**src/rtl/me_array_ctrl_if.sv**
```systemverilog
// Control/handshake bundle between the ME array sequencer and its surroundings
// (pixel sources, PE array, SAD adder tree). The master side is the sequencer.
interface me_array_ctrl_if;
    logic       start;
    logic       coarse;
    logic       busy;
    logic       done;
    logic       cur_valid;
    logic       cur_ready;
    logic       ref_valid;
    logic       ref_ready;
    logic       in_curr_enable;
    logic       change_curr;
    logic [2:0] CB_select;
    logic [2:0] abs_Control;
    logic       change_ref;
    logic [1:0] ref_input_Control;
    logic       sad_valid;
    logic [2:0] sad_cb;
    logic [5:0] sad_pos;

    modport master (
        input  start, coarse, cur_valid, ref_valid,
        output busy, done, cur_ready, ref_ready, in_curr_enable, change_curr, CB_select,
               abs_Control, change_ref, ref_input_Control, sad_valid, sad_cb, sad_pos
    );

    modport slave (
        output start, coarse, cur_valid, ref_valid,
        input  busy, done, cur_ready, ref_ready, in_curr_enable, change_curr, CB_select,
               abs_Control, change_ref, ref_input_Control, sad_valid, sad_cb, sad_pos
    );
endinterface

```
**src/rtl/me_array_ctrl.sv**
```systemverilog
// Sequencer for the 32x32 PE motion-estimation array: loads NUM_CB current
// blocks, primes the reference window, then sweeps NUM_POS search positions
// strobing one absolute-difference result per CB at each position.
module me_array_ctrl #(
    parameter int unsigned NUM_CB        = 8,
    parameter int unsigned NUM_POS       = 16,
    parameter int unsigned ROWS          = 32,
    parameter int unsigned BEATS_PER_ROW = 16
) (
    input  logic            clk,
    input  logic            rst,
    me_array_ctrl_if.master bus
);
    localparam int unsigned BeatW = $clog2(BEATS_PER_ROW);
    localparam int unsigned RowW  = $clog2(ROWS);

    localparam logic [BeatW-1:0] LastBeat = BeatW'(BEATS_PER_ROW - 1);
    localparam logic [RowW-1:0]  LastRow  = RowW'(ROWS - 1);
    localparam logic [2:0]       LastCb   = 3'(NUM_CB - 1);
    localparam logic [5:0]       LastPos  = 6'(NUM_POS - 1);

    // StCommit is the one-cycle change_curr slot that follows the last beat of a CB.
    typedef enum logic [2:0] {
        StIdle, StLoadCur, StCommit, StLoadRef, StSad, StShift, StDone
    } state_e;

    state_e           state_q, state_d;
    logic             coarse_q, coarse_d;
    logic [BeatW-1:0] beat_cnt_q, beat_cnt_d;
    logic [RowW-1:0]  row_cnt_q, row_cnt_d;
    logic [2:0]       cb_cnt_q, cb_cnt_d;
    logic [RowW-1:0]  ref_row_cnt_q, ref_row_cnt_d;
    logic [5:0]       pos_cnt_q, pos_cnt_d;
    logic [2:0]       abs_cnt_q, abs_cnt_d;

    logic cur_ready;

    // State and counter registers.
    always_ff @(posedge clk or posedge rst) begin
        if (rst) begin
            state_q       <= StIdle;
            coarse_q      <= 1'b0;
            beat_cnt_q    <= '0;
            row_cnt_q     <= '0;
            cb_cnt_q      <= '0;
            ref_row_cnt_q <= '0;
            pos_cnt_q     <= '0;
            abs_cnt_q     <= '0;
        end else begin
            state_q       <= state_d;
            coarse_q      <= coarse_d;
            beat_cnt_q    <= beat_cnt_d;
            row_cnt_q     <= row_cnt_d;
            cb_cnt_q      <= cb_cnt_d;
            ref_row_cnt_q <= ref_row_cnt_d;
            pos_cnt_q     <= pos_cnt_d;
            abs_cnt_q     <= abs_cnt_d;
        end
    end

    // Next-state, counter updates and decoded array controls.
    always_comb begin
        state_d       = state_q;
        coarse_d      = coarse_q;
        beat_cnt_d    = beat_cnt_q;
        row_cnt_d     = row_cnt_q;
        cb_cnt_d      = cb_cnt_q;
        ref_row_cnt_d = ref_row_cnt_q;
        pos_cnt_d     = pos_cnt_q;
        abs_cnt_d     = abs_cnt_q;

        cur_ready             = 1'b0;
        bus.busy              = 1'b0;
        bus.done              = 1'b0;
        bus.ref_ready         = 1'b0;
        bus.change_curr       = 1'b0;
        bus.CB_select         = 3'd0;
        bus.abs_Control       = 3'd0;
        bus.change_ref        = 1'b0;
        bus.ref_input_Control = 2'd0;
        bus.sad_valid         = 1'b0;
        bus.sad_cb            = 3'd0;
        bus.sad_pos           = 6'd0;

        unique case (state_q)
            StIdle: begin
                if (bus.start) begin
                    coarse_d      = bus.coarse;
                    beat_cnt_d    = '0;
                    row_cnt_d     = '0;
                    cb_cnt_d      = '0;
                    ref_row_cnt_d = '0;
                    pos_cnt_d     = '0;
                    abs_cnt_d     = '0;
                    state_d       = StLoadCur;
                end
            end
            StLoadCur: begin
                bus.busy      = 1'b1;
                cur_ready     = 1'b1;
                bus.CB_select = cb_cnt_q;
                if (bus.cur_valid) begin
                    beat_cnt_d = beat_cnt_q + 1'b1;
                    if (beat_cnt_q == LastBeat) begin
                        beat_cnt_d = '0;
                        row_cnt_d  = row_cnt_q + 1'b1;
                        if (row_cnt_q == LastRow) begin
                            row_cnt_d = '0;
                            state_d   = StCommit;
                        end
                    end
                end
            end
            StCommit: begin
                bus.busy        = 1'b1;
                bus.change_curr = 1'b1;
                bus.CB_select   = cb_cnt_q;
                if (cb_cnt_q == LastCb) begin
                    cb_cnt_d      = '0;
                    ref_row_cnt_d = '0;
                    state_d       = StLoadRef;
                end else begin
                    cb_cnt_d = cb_cnt_q + 1'b1;
                    state_d  = StLoadCur;
                end
            end
            StLoadRef: begin
                bus.busy       = 1'b1;
                bus.ref_ready  = 1'b1;
                bus.change_ref = bus.ref_valid;
                if (bus.ref_valid) begin
                    ref_row_cnt_d = ref_row_cnt_q + 1'b1;
                    if (ref_row_cnt_q == LastRow) begin
                        ref_row_cnt_d = '0;
                        pos_cnt_d     = '0;
                        abs_cnt_d     = '0;
                        state_d       = StSad;
                    end
                end
            end
            StSad: begin
                bus.busy        = 1'b1;
                bus.abs_Control = abs_cnt_q;
                bus.sad_valid   = 1'b1;
                bus.sad_cb      = abs_cnt_q;
                bus.sad_pos     = pos_cnt_q;
                abs_cnt_d       = abs_cnt_q + 1'b1;
                if (abs_cnt_q == LastCb) begin
                    abs_cnt_d = '0;
                    state_d   = (pos_cnt_q == LastPos) ? StDone : StShift;
                end
            end
            StShift: begin
                bus.busy              = 1'b1;
                bus.ref_ready         = 1'b1;
                bus.change_ref        = bus.ref_valid;
                bus.ref_input_Control = coarse_q ? 2'd2 : 2'd0;
                if (bus.ref_valid) begin
                    pos_cnt_d = pos_cnt_q + 1'b1;
                    abs_cnt_d = '0;
                    state_d   = StSad;
                end
            end
            StDone: begin
                bus.done = 1'b1;
                state_d  = StIdle;
            end
            default: state_d = StIdle;
        endcase

        bus.cur_ready      = cur_ready;
        bus.in_curr_enable = bus.cur_valid & cur_ready;
    end
endmodule

```
**src/flat_wrapper.sv**
```systemverilog
// flat-port wrapper written by rule: the top's interface ports become plain ports
module me_array_ctrl_flat 
#(
    parameter int unsigned NUM_CB        = 8,
    parameter int unsigned NUM_POS       = 16,
    parameter int unsigned ROWS          = 32,
    parameter int unsigned BEATS_PER_ROW = 16
)
  (clk, rst, bus_start, bus_coarse, bus_cur_valid, bus_ref_valid, bus_busy, bus_done, bus_cur_ready, bus_ref_ready, bus_in_curr_enable, bus_change_curr, bus_CB_select, bus_abs_Control, bus_change_ref, bus_ref_input_Control, bus_sad_valid, bus_sad_cb, bus_sad_pos);
  me_array_ctrl_if bus_i ();
  input  logic clk;
  input  logic rst;
  input wire logic [$bits(bus_i.start)-1:0] bus_start;
  input wire logic [$bits(bus_i.coarse)-1:0] bus_coarse;
  input wire logic [$bits(bus_i.cur_valid)-1:0] bus_cur_valid;
  input wire logic [$bits(bus_i.ref_valid)-1:0] bus_ref_valid;
  output wire logic [$bits(bus_i.busy)-1:0] bus_busy;
  output wire logic [$bits(bus_i.done)-1:0] bus_done;
  output wire logic [$bits(bus_i.cur_ready)-1:0] bus_cur_ready;
  output wire logic [$bits(bus_i.ref_ready)-1:0] bus_ref_ready;
  output wire logic [$bits(bus_i.in_curr_enable)-1:0] bus_in_curr_enable;
  output wire logic [$bits(bus_i.change_curr)-1:0] bus_change_curr;
  output wire logic [$bits(bus_i.CB_select)-1:0] bus_CB_select;
  output wire logic [$bits(bus_i.abs_Control)-1:0] bus_abs_Control;
  output wire logic [$bits(bus_i.change_ref)-1:0] bus_change_ref;
  output wire logic [$bits(bus_i.ref_input_Control)-1:0] bus_ref_input_Control;
  output wire logic [$bits(bus_i.sad_valid)-1:0] bus_sad_valid;
  output wire logic [$bits(bus_i.sad_cb)-1:0] bus_sad_cb;
  output wire logic [$bits(bus_i.sad_pos)-1:0] bus_sad_pos;
  assign bus_i.start = bus_start;
  assign bus_i.coarse = bus_coarse;
  assign bus_i.cur_valid = bus_cur_valid;
  assign bus_i.ref_valid = bus_ref_valid;
  assign bus_busy = bus_i.busy;
  assign bus_done = bus_i.done;
  assign bus_cur_ready = bus_i.cur_ready;
  assign bus_ref_ready = bus_i.ref_ready;
  assign bus_in_curr_enable = bus_i.in_curr_enable;
  assign bus_change_curr = bus_i.change_curr;
  assign bus_CB_select = bus_i.CB_select;
  assign bus_abs_Control = bus_i.abs_Control;
  assign bus_change_ref = bus_i.change_ref;
  assign bus_ref_input_Control = bus_i.ref_input_Control;
  assign bus_sad_valid = bus_i.sad_valid;
  assign bus_sad_cb = bus_i.sad_cb;
  assign bus_sad_pos = bus_i.sad_pos;
  me_array_ctrl #(.NUM_CB(NUM_CB), .NUM_POS(NUM_POS), .ROWS(ROWS), .BEATS_PER_ROW(BEATS_PER_ROW)) u_core (.clk(clk), .rst(rst), .bus(bus_i));
endmodule
```
**config.mk**
```make
export PLATFORM = sky130hd
export DESIGN_NAME = me_array_ctrl_flat
export DESIGN_NICKNAME = d
export VERILOG_FILES = /design/src/rtl/me_array_ctrl_if.sv /design/src/rtl/me_array_ctrl.sv /design/src/flat_wrapper.sv
export SDC_FILE = /design/constraint.sdc
export NUM_CORES = 1
export LEC_CHECK = 0
export CORE_AREA = 2 2 70 72
export DETAILED_ROUTE_END_ITERATION = 10
export DIE_AREA = 0 0 72 74
export HOLD_SLACK_MARGIN = 0.02
export PLACE_DENSITY = 0.7
export SLEW_MARGIN = 15
export SYNTH_ARGS = -nofsm -noshare
export SYNTH_HDL_FRONTEND = slang
export SYNTH_SLANG_ARGS = --single-unit
```
**constraint.sdc**
```tcl
create_clock -name clk -period 2.4 [get_ports clk]
set_input_delay 0.6 -clock clk [delete_from_list [all_inputs] [get_ports clk]]
set_output_delay 0.6 -clock clk [all_outputs]
set_load 0.05 [all_outputs]
```
==> out/qor.yml, run 1 <==
setup_path:
  cp.required_ns: 1.80
  cp_max_fo: 12
  critical_path_class: "reg -> out"
  slowest_delay_ns: 0.51
  cp-start-kind: "flop"
  cp.buffers_inverters: 2
  path_delay_family: "simple AND/OR/NAND/NOR gates"
  critPathCaptureType: "output port"
  cpMaxStageDelayCell: "dfrtp_1"
  cp_data_arrival_time_ns: 1.70
  path_cells: "or3b_4, inv_8, and2_1, buf_12"
yosys:
  syn_nets: 244
  synth_edf_count: 0
  synthCells: 228
  yosys_warnings: 0
  netlist_area_um2: 2000
  yosysSeqAreaShare_pct: 37.6
  ys_async_sr_fraction_pct: 100
  ys_ff_latch: 30
  synth_flop_cell: "dfrtp_1"
  ys_types: 48
  avgSynthCellArea_um2: 8.76
clock_network:
  cts_sinks: 30
  clockRootBuffer: "clkbuf_8"
  h-tree-depth: 2
  path_clk_slew_ns: 0.06
  postCtsSetupBuffers: 0
  tritoncts: "done"
  clock_path_buffers: 2
  cts_inserted_buffers: 5
  worstSkewPairLatency_ns: 0.28
place:
  post-place-ws_ns: 0.0933
  gp_congestion: 0.831
  hpwlAfterDp_um: 3380
  io_buffers: 29
status:
  status: "finished clean"
layout:
  seq_area_um2: 752
  multi_input_area_um2: 1130
  fin_nets: 277
  fill_cells: 386
  drive_above_1_share_pct: 24.9
  syn_to_final_growth_pct: 37.0
  diodes: 0
global_routing:
  grt_overflow: 0
  grt_pass1_wl_um: 7990
  grt_antenna_before_repair: 0
  grt_pass1_vias: 1751
  grt_max_degree: 31
  grt.total_usage_pct: 19.1
detailed_routing:
  drt_iter0_drc: 144
  drt_wl_total_um: 4490
  wl_per_cell_um: 14.3
  vias_per_cell: 5.67
  route.detailed.drc: 0
  ant_nets: 0
  firstDrtPassIters: 4
  vias: 1785
timing:
  fmax_mhz: 435
  hold_viol: 0
  setup_viol: 0
  drv_slew: 0
  fin_crit_ns: 2.30
  rsz0062_at_grt: "no"
  skew_ns: 0.00933
  fin_crit_sh_pct: 95.8
  finalWorstSetupSlack_ns: 0.102
  tightest_slew_ns: 0.535
  relSlewSlack_pct: 64.2
die:
  core-area_um2: 4600
  die_x_um: 72
  dieHeight_um: 74
  die_area_um2: 5330
  io_pins: 31
  start_util_pct: 43.4
  rows: 25
pwr:
  ir_drop_mv: 0.977
  leakage_nw: 1.27
  power.density_nw_per_um2: 1350
  finalPower_mw: 3.70
  p_int_mw: 2.06
  p_seq_share_pct: 21.7
  p_sw_share_pct: 44.4
  combPwrFrac_pct: 64.3
  pwr-share-clk_pct: 14.0
  switching_power_mw: 1.64
job:
  maxCapViolations: 0
worst_hold_path:
  hp-class: "reg -> reg"
logic make-up after synthesis:
family	Yosys count	synth area share (%)
and+or+nand+nor	97	25.3
xor gates and xnor gates	1	0.439
DFF	30	37.6
muxes	8	4.26
other	1	0.188
AOI/OAI and AO/OA	56	19.1
adders and majority gates	10	6.27
buffers and inverters	25	6.83
cell usage after synthesis (3+ instances only):
cell type,number,area (um^2)
mux2i_1,4,40.0
nand2_1,25,93.8
mux2_2,4,45.0
o21ai_0,21,105
nand2b_1,5,31.3
a22o_1,8,70.1
buf_2,4,20.0
nor2_1,15,56.3
ha_1,10,125
inv_1,7,26.3
dfrtp_1,30,751
and2_1,6,37.5
clkbuf_1,6,22.5
nand3_1,13,65.1
nor3_1,5,25.0
buf_4,4,30.0
and3_1,13,81.3
a21oi_1,7,35.0
a31oi_1,3,18.8
worst min-delay path, stage by stage (launching register included):
cell and delay, ns:
dfrtp_1 0.34, nand2_1 0.05, o21ai_0 0.06
metrics by stage:
stage	std cells	instance area [um^2]	TNS, ns	util, %	hold WS, ns
2_1_floorplan	228	2010	-0.130	-	0.454
3_3_place_gp	308	2610	0	56.8	0.468
3_5_place_dp	308	2610	0	56.8	0.480
4_1_cts	315	2730	0	59.3	0.494
5_1_grt	315	2740	0	59.5	0.528
6_report	315	2740	0	59.5	0.489
layout by cell type, fill, tap and decap left out, drive strengths merged, types with 2 or more instances in the layout:
master         Yosys  final
buf               11     38
dfrtp             30     30
nand2             25     25
o21ai             23     23
nor2              15     15
nand3             13     13
and3              13     13
ha                10     10
a22o               8      8
inv                8      8
a21oi              7      7
clkbuf             6      6
and2               6      6
nor3               5      5
nand2b             5      5
clkdlybuf4s50      0      5
mux2               4      4
mux2i              4      4
a31oi              4      4
nand3b             2      2
or2                2      2
or3                2      2
nor4               2      2
a21boi             2      2
a32o               2      2
o211ai             2      2
a221oi             2      2
layer usage:
metal	track usage (%)	vias up	wire length, um
li1	-	884	-
met1	25.1	850	1990
met2	30.0	41	2170
met3	5.15	10	219
met4	8.18	0	110
met5	0	-	0
power groups by stage:
stage	sequential (mW)	combinational [mW]	clock (mW)
CTS	0.801	2.38	0.527
global placement	0.804	2.34	0
floorplan	0.752	1.47	0
detailed placement	0.805	2.37	0
finish	0.804	2.38	0.517
global route	0.829	2.53	0.551
final timing paths:
path | from | slack (ns) | end | depth (start not counted)
worst max-delay path | u_core.state_q[1] | 0.10 | bus_in_curr_enable | 4
worst min-delay path | u_core.ref_row_cnt_q[4] | 0.49 | u_core.ref_row_cnt_q[4] | 2
worst max register to register | u_core.ref_row_cnt_q[0] | 0.32 | u_core.abs_cnt_q[1] | 7
worst min register to register | u_core.ref_row_cnt_q[4] | 0.49 | u_core.ref_row_cnt_q[4] | 2
max in group asynchronous | rst | 1.41 | u_core.state_q[0] | 3
min in group asynchronous | rst | 0.69 | u_core.pos_cnt_q[2] | 3
flip-flops by register name, summed over array words and instances (netlist names):
register              count
u_core.row_cnt_q          5
u_core.ref_row_cnt_q      5
u_core.cb_cnt_q           3
u_core.state_q            3
u_core.coarse_q           1
u_core.abs_cnt_q          3
u_core.pos_cnt_q          6
u_core.beat_cnt_q         4
final cells by class:
class	instances	share of cell area (%)
sequential	30	27.5
tap	54	2.47
multi-input combinational	173	41.3
timing repair buffer	43	23.2
inverter	8	1.37
clock inverter	1	1.10
clock buffer	6	3.02
timing repair:
item,4_1_cts,5_1_grt
endpoints found under the setup margin,7,4
hold buffers,0,0
resized for setup,1,3
pin swaps,0,0
Note: power is estimated with default switching activity, not from simulation.
==> run 2, diff against run 1 <==
--- a/config.mk
+++ b/config.mk
@@ -6,6 +6,7 @@
 export NUM_CORES = 1
 export LEC_CHECK = 0
 export CORE_AREA = 2 2 70 72
+export CTS_CLUSTER_DIAMETER = 40
 export DETAILED_ROUTE_END_ITERATION = 10
 export DIE_AREA = 0 0 72 74
 export HOLD_SLACK_MARGIN = 0.02
==> results of run 2 <==
The final DEF is identical to that of run 1; final timing and power are the same.
